File: config.mk
export PLATFORM = sky130hd
export DESIGN_NAME = voice_allocator
export DESIGN_NICKNAME = d
export VERILOG_FILES = /design/src/rtl/voice_allocator.sv
export SDC_FILE = /design/constraint.sdc
export NUM_CORES = 1
export LEC_CHECK = 0
export ABC_CLOCK_PERIOD_IN_PS = 3600
export CAP_MARGIN = 20
export CORE_ASPECT_RATIO = 1.2
export CORE_UTILIZATION = 35
export DETAILED_ROUTE_END_ITERATION = 16
export SETUP_SLACK_MARGIN = 0.2
export SLEW_MARGIN = 10
export SYNTH_ARGS = -nofsm -noshare
export SYNTH_HDL_FRONTEND = slang
export SYNTH_SLANG_ARGS = --single-unit
File: constraint.sdc
create_clock -name clk_i -period 3.6 [get_ports clk_i]
set_clock_uncertainty 0.1 [all_clocks]
set_input_delay 0.72 -clock clk_i [delete_from_list [all_inputs] [get_ports clk_i]]
set_output_delay 0.72 -clock clk_i [all_outputs]
set_load 0.03 [all_outputs]
File: src/rtl/voice_allocator.sv
`default_nettype none
// ============================================================================
//  Module   : voice_allocator
//  Brief    : Polyphonic note-to-voice allocator. It retriggers a voice that
//             already holds the note, otherwise it takes the lowest free
//             voice, otherwise it steals the oldest voice.
//  Revision : 1.0  initial release
// ============================================================================
module voice_allocator #(
    parameter int VOICES    = 4,
    parameter int NOTE_BITS = 7,
    parameter int RANK_BITS = $clog2(VOICES)
) (
    input  logic                        clk_i,
    input  logic                        nrst_i,
    input  logic                        noteOnStrb_i,
    input  logic                        noteOffStrb_i,
    input  logic [NOTE_BITS-1:0]        note_i,
    input  logic                        allOff_i,
    output logic [VOICES*NOTE_BITS-1:0] voiceNote_o,
    output logic [VOICES-1:0]           voiceGate_o,
    output logic [VOICES-1:0]           voiceTrig_o,
    output logic                        stealStrb_o,
    output logic [$clog2(VOICES+1)-1:0] activeCount_o
);

    localparam int                   CNT_BITS     = $clog2(VOICES+1);
    localparam logic [RANK_BITS-1:0] c_oldestRank = RANK_BITS'(VOICES-1);

    logic [NOTE_BITS-1:0] r_voiceNote [VOICES];
    logic [RANK_BITS-1:0] r_rank      [VOICES];
    logic [VOICES-1:0]    r_voiceGate;
    logic [VOICES-1:0]    r_voiceTrig;
    logic                 r_stealStrb;

    logic                 w_hit;
    logic                 w_anyFree;
    logic [RANK_BITS-1:0] w_hitIdx;
    logic [RANK_BITS-1:0] w_freeIdx;
    logic [RANK_BITS-1:0] w_oldIdx;
    logic [RANK_BITS-1:0] w_tgtIdx;
    logic [RANK_BITS-1:0] w_tgtRank;
    logic                 w_assign;
    logic                 w_steal;
    logic                 w_release;
    logic [CNT_BITS-1:0]  w_count;

    // Scanning downwards lets the lowest-index candidate win each search.
    always_comb begin
        w_hit     = 1'b0;
        w_anyFree = 1'b0;
        w_hitIdx  = '0;
        w_freeIdx = '0;
        w_oldIdx  = '0;
        for (int v = VOICES-1; v >= 0; v--) begin
            if (r_voiceGate[v] && (r_voiceNote[v] == note_i)) begin
                w_hit    = 1'b1;
                w_hitIdx = RANK_BITS'(v);
            end
            if (!r_voiceGate[v]) begin
                w_anyFree = 1'b1;
                w_freeIdx = RANK_BITS'(v);
            end
            if (r_rank[v] == c_oldestRank) begin
                w_oldIdx = RANK_BITS'(v);
            end
        end
    end

    always_comb begin
        w_assign  = noteOnStrb_i && !allOff_i;
        w_steal   = w_assign && !w_hit && !w_anyFree;
        w_release = noteOffStrb_i && !noteOnStrb_i && !allOff_i && w_hit;
        if (w_hit) begin
            w_tgtIdx = w_hitIdx;
        end else if (w_anyFree) begin
            w_tgtIdx = w_freeIdx;
        end else begin
            w_tgtIdx = w_oldIdx;
        end
        w_tgtRank = r_rank[w_tgtIdx];
    end

    always_comb begin
        w_count = '0;
        for (int v = 0; v < VOICES; v++) begin
            w_count = w_count + CNT_BITS'(r_voiceGate[v]);
        end
    end

    always_ff @(posedge clk_i or negedge nrst_i) begin
        if (!nrst_i) begin
            for (int v = 0; v < VOICES; v++) begin
                r_voiceNote[v] <= '0;
                r_rank[v]      <= RANK_BITS'(v);
            end
            r_voiceGate <= '0;
            r_voiceTrig <= '0;
            r_stealStrb <= 1'b0;
        end else begin
            r_voiceTrig <= '0;
            r_stealStrb <= w_steal;
            if (allOff_i) begin
                r_voiceGate <= '0;
            end else if (w_assign) begin
                r_voiceGate[w_tgtIdx] <= 1'b1;
                r_voiceTrig[w_tgtIdx] <= 1'b1;
                if (!w_hit) begin
                    r_voiceNote[w_tgtIdx] <= note_i;
                end
                // Move the target to the front; only younger voices age by one.
                for (int v = 0; v < VOICES; v++) begin
                    if (RANK_BITS'(v) == w_tgtIdx) begin
                        r_rank[v] <= '0;
                    end else if (r_rank[v] < w_tgtRank) begin
                        r_rank[v] <= r_rank[v] + 1'b1;
                    end
                end
            end else if (w_release) begin
                r_voiceGate[w_hitIdx] <= 1'b0;
            end
        end
    end

    generate
        for (genvar v = 0; v < VOICES; v++) begin : g_noteOut
            assign voiceNote_o[v*NOTE_BITS +: NOTE_BITS] = r_voiceNote[v];
        end
    endgenerate

    assign voiceGate_o   = r_voiceGate;
    assign voiceTrig_o   = r_voiceTrig;
    assign stealStrb_o   = r_stealStrb;
    assign activeCount_o = w_count;

endmodule
`default_nettype wire

* Word level (Yosys, flattened, before mapping)
Cells that the tools add are included.
Storage, ports and cells: bits in registers 45, input bits 12, output and inout port bits 40, logic and storage cells 118
Operators by class: add/subtract/negate cells 7, magnitude comparators 10, equal/unequal tests 11, mux-type cells 45, bitwise gates (word level) 6, reduce and logical (&&, ||, !) cells 28
Operators by type and width (number):
- two-way mux 2 bit | 24
- bitwise mux 28 bit | 1
- == test 7 bit | 4
- two-way mux 4 bit | 5
- AND reduction 3 bit | 5
- demux 7 bit (select 2 bit) | 1
- logical AND 1 bit | 13
- two-way mux 1 bit | 10
- adder 2 x 1 -> 2 bit (second input constant) | 4
- == test 2 bit (second input constant) | 4
- less-than comparator 2 bit | 4
- nonzero test 2 bit | 4
- two-way mux 7 bit | 1
- less-than comparator 2 x 3 -> 1 bit (second input constant) | 2
- AND 4 bit | 1
- binary-select mux 2 bit (select 2 bit) | 1
- demux 1 bit (select 2 bit) | 2
- == test 2 bit (first input constant) | 2
- >= comparator 2 x 1 -> 1 bit (second input constant) | 2
- logical NOT 1 bit | 4
- NOT 4 bit | 1
- OR 4 bit | 1
- adder 2 x 1 -> 3 bit | 1
- adder 3 x 1 -> 3 bit | 1
- other kinds (8) | 9

* Logic depth before layout (Yosys ltp)
depth in word-level cells 15, gate-level depth with buffers 11, gate-level depth less buffers 10

* Worst setup path before layout
OpenSTA, ideal clock, no wires.
path type input-to-reg, start point input note_i[1], end point register r_voiceNote (netlist bit voiceNote_o[11]), library setup time 0.127 ns, arrival 2.618 ns, data required time 3.373 ns, path slack 0.754 ns, stages on the path 11, path buffers 3, cells stage by stage buf_4 -> xor2_1 -> nor4_2 -> and4_1 -> buf_4 -> a21oi_2 -> and2b_1 -> and2_4 -> and2_1 -> buf_6 -> mux2_1
On the way: cells in the longest elaborated chain, start to end 13, elaborated cells on any way between the ends 26, classes of those cells order compare: 2; eq/ne: 4; mux: 12; bitwise: 2; reduce/logical: 6
Ends and longest elaborated chain:
- start: declaration | line 18 | input logic [NOTE_BITS-1:0] note_i,
- == test 7 bit | line 56 | if (r_voiceGate[v] && (r_voiceNote[v] == note_i)) begin
- logical AND 1 bit | line 56
- two-way mux 2 bit or two-way mux 1 bit (tied branches) (4 in a row) | line 56
- two-way mux 2 bit | line 74 | if (w_hit) begin
- NOT 2 -> 3 bit (not written as such) | line 109 | r_voiceNote[w_tgtIdx] <= note_i;
- >= comparator 3 bit (not written as such) or less-than comparator 3 x 1 -> 1 bit (tied branches) | line 109
- logical AND 1 bit (not written as such) | line 109
- two-way mux 7 bit (not written as such) | line 109
- demux 7 bit (select 2 bit) | line 109
- bitwise mux 28 bit | line 109
- end signal: indexed assignment | line 109
- end: declaration | line 30 | logic [NOTE_BITS-1:0] r_voiceNote [VOICES];
Parallel ways exist; a longest one is shown, timed or not. A chain may end at the register's enable or synchronous reset.

* Worst setup path in the final report
start point register r_voiceGate[1] (netlist: voiceGate_o[1]), end point output activeCount_o[2]
On the way: cells in the longest elaborated chain, start to end 3
Ends and longest elaborated chain:
- start: declaration | line 32 | logic [VOICES-1:0] r_voiceGate;
- start signal: assignment | line 97 | r_voiceGate <= '0;
- start signal: assignment | line 104 | r_voiceGate <= '0;
- start signal: indexed assignment | line 106 | r_voiceGate[w_tgtIdx] <= 1'b1;
- adder 1 x 1 -> 2 bit | line 87 | w_count = w_count + CNT_BITS'(r_voiceGate[v]);
- adder 2 x 1 -> 3 bit | line 87
- adder 3 x 1 -> 3 bit | line 87
- end: declaration | line 24 | output logic [$clog2(VOICES+1)-1:0] activeCount_o
No other way between the ends.

==> summary.txt <==
Synthesis
  • Cell count after synthesis: 236
  • Synth area leaders: dfrtp_1, mux2_2, xor2_1, mux2_1, dfstp_2
  • Mean Syn Cell Area: 11.5 um^2
  • Yosys Warn Count: 0
  • Top cell type's share of synthesized area: 0.378
  • Asr flop ratio synth: 1.00
  • Register area share after synthesis: 0.416
  • Post-synth EDFFs: 0
  • Post-Syn Nets: 255
  • Flops & latches, synth: 45
  • Yosys top cell by area: dfrtp_1
  • Main synth FF type: dfrtp_1
  • Cell area after synthesis: 2720 um^2
  • Unique cell type count in the Yosys netlist: 62

Detailed routing
  • Detailed-route via count: 2060
  • Detailed Routing Iterations Pass 1: 4
  • Final routed DRC violation total: 0
  • Wire length per cell: 17.0 um
  • WL final: 6790 um
  • DRT iter0 DRCs: 66
  • Via/cell ratio: 5.16
  • Post-DRT Antenna Nets: 0

STA
  • Final period utilization: 0.897
  • Max-slew violations: 0
  • Max Freq: 310 MHz
  • Minimum clock period: 3.23 ns
  • Setup WS post-layout: 0.370 ns
  • RSZ-0062 raised after global routing: no
  • Final Hold Violating Endpoints: 0
  • Max_slew headroom: 0.677
  • Worst Tran Pin Value: 0.482 ns
  • Setup TNS: 0 ns
  • Final setup viols: 0

Clocking
  • Root buf cell: clkbuf_8
  • Maximum root-to-sink buffer count: 2
  • Clock Sinks: 45
  • Clk_lat worst skew: 0.30 ns
  • CTS tree: done
  • Htree depth: 2
  • Hold-fix buffers at CTS: 0
  • Clk slew on worst S/H paths: 0.09 ns
  • CTS Buf Count: 5

Power
  • Peak supply drop: 0.354 mV
  • Pwr/cell area: 584 nW/um^2
  • Leakage: 1.53 nW

Critical path
  • Crit path capture: activeCount_o[2]
  • Required time of the critical path: 2.78 ns
  • Critical path capture point type: output pin
  • Worst-path fanout max: 5
  • RR Endpoint: voiceNote_o[9]
  • FF-to-FF setup slack: 0.63 ns
  • Critical Path Start: voiceGate_o[1]
  • R2R Path Start: r_rank[0]
  • CP arrival: 2.41 ns
  • Crit Path Class: flip-flop to output pin
  • Worst Reg-to-Reg Cells: 9
  • CP Launch Type: flip-flop

Hold path
  • Worst hold path class: primary input to async pin

Placement
  • Placed cell area: 3440 um^2
  • Setup Slack @ Placement: -0.0925 ns
  • Gpl congestion: 0.821
  • HPWL after detailed placement: 5260 um
  • Port bufs: 51

Floorplan
  • Core area: 7400 um^2
  • Starting Density: 0.367
  • Ports: 52
  • Die height: 98.5 um
  • Num rows: 34
  • Full die area: 8120 um^2
  • Die W: 82.4 um

Final layout
  • Area Growth Syn to Fin: 31.8%
  • N_diodes: 0
  • Commonest cells after routing, fill and taps aside: clkdlybuf4s50_1, dfrtp_1, buf_4, xor2_1, mux2_2
  • Final #Nets: 327
  • Layout cell share with drive strength beyond 1: 0.265
  • Commonest non-fill, non-tap cell in the layout: clkdlybuf4s50_1
  • Final Cell Area: 3580 um^2

Outcome
  • Outcome: completed

Global route
  • GR peak layer: met2
  • Number of global-route vias before repair: 2224
  • Tot GR Track Use: 0.183
  • Largest net degree at the start of global routing: 46
  • Met1 GRT Util: 0.217
  • Antenna violations before repair: 0
  • Met3 Usage GRT: 0.0324
  • First-pass GRT wire length: 11200 um
  • Global route overflow: 0
  • GR Util met2: 0.331

Run
  • Max-cap violation count: 0
==> Yosys cell counts, drive strengths merged, types with 2 or more instances <==
cell,instances
o211ai,3
and4,2
ha,6
a221oi,5
nand2,16
nand3,3
nor4,4
nor2b,5
and2,3
a31o,4
dfstp,4
o21ai,2
buf,11
nor3b,2
or3,3
o221ai,2
a211oi,3
nor3,3
xor2,19
inv,15
o41ai,4
mux2,29
a21oi,9
nand4,4
xnor2,9
o221a,3
o22ai,2
nor2,6
nand2b,2
dfrtp,41
==> report_power, final <==
group          internal [mW]  leakage [nW]  switching, mW
Combinational          0.423         0.896          0.501
Sequential             0.636         0.574          0.130
Clock                  0.227        0.0585          0.174
==> layer usage <==
metal / wire [um] / part of all wire
met1: 2830 / 0.42
met2: 3610 / 0.53
met3: 252 / 0.037
met4: 96 / 0.014
met5: 0 / 0
==> how the worst min path moves through the flow <==
stage | start | end | slack (ns) | depth (start not counted)
after floorplan | nrst_i | r_rank[2] | 0.32 | 0
after global placement | voiceNote_o[8] | voiceNote_o[8] | 0.42 | 1
after detailed placement | voiceNote_o[12] | voiceNote_o[12] | 0.43 | 1
after CTS | voiceNote_o[12] | voiceNote_o[12] | 0.45 | 1
after global routing | nrst_i | r_rank[7] | 0.27 | 1
final | nrst_i | r_rank[7] | 0.25 | 1
==> cell type report <==
cell class | count | area, um^2
fillers | 730 | 3820
multi-input cells | 165 | 1450
flip-flops and latches | 45 | 1130
repair buffers | 76 | 717
well taps | 90 | 113
clock buffers | 7 | 86.3
inverters | 15 | 56.3
clock inverters | 1 | 30.0
==> worst max-delay path: stages (launching register included) <==
cell	delay, ns
dfrtp_1	0.43
inv_1	0.23
fa_1	0.47
inv_1	0.07
ha_1	0.13
ha_1	0.13
clkdlybuf4s50_1	0.66
==> cell families after synthesis <==
kind of cell	Yosys count	synth area share
flops	45	0.416
fa+ha+maj	7	0.0350
mux	29	0.122
compound gates	45	0.153
buf+inv	26	0.0520
xor+xnor	28	0.0903
simple gates	56	0.131
==> metrics by stage <==
step	utilization	power [mW]	hold WS, ns	instances
global route	0.484	2.21	0.267	399
finish	0.484	2.09	0.249	399
global placement	0.465	1.69	0.416	390
CTS	0.481	2.11	0.447	398
floorplan	-	1.35	0.324	236
detailed placement	0.465	1.70	0.426	390
==> timing repair <==
action                                  4_1_cts  5_1_grt
gates resized for setup                       1        2
endpoints found under the setup margin        1        9
hold endpoints to repair                      0        0
cloned                                        0        0
setup buffers                                 0        0
==> registers in the layout (all words and copies together), names as in the netlist <==
register / count
stealStrb_o: 1
r_rank: 8
voiceNote_o: 28
voiceTrig_o: 4
voiceGate_o: 4
(Power assumes the default switching activity.)
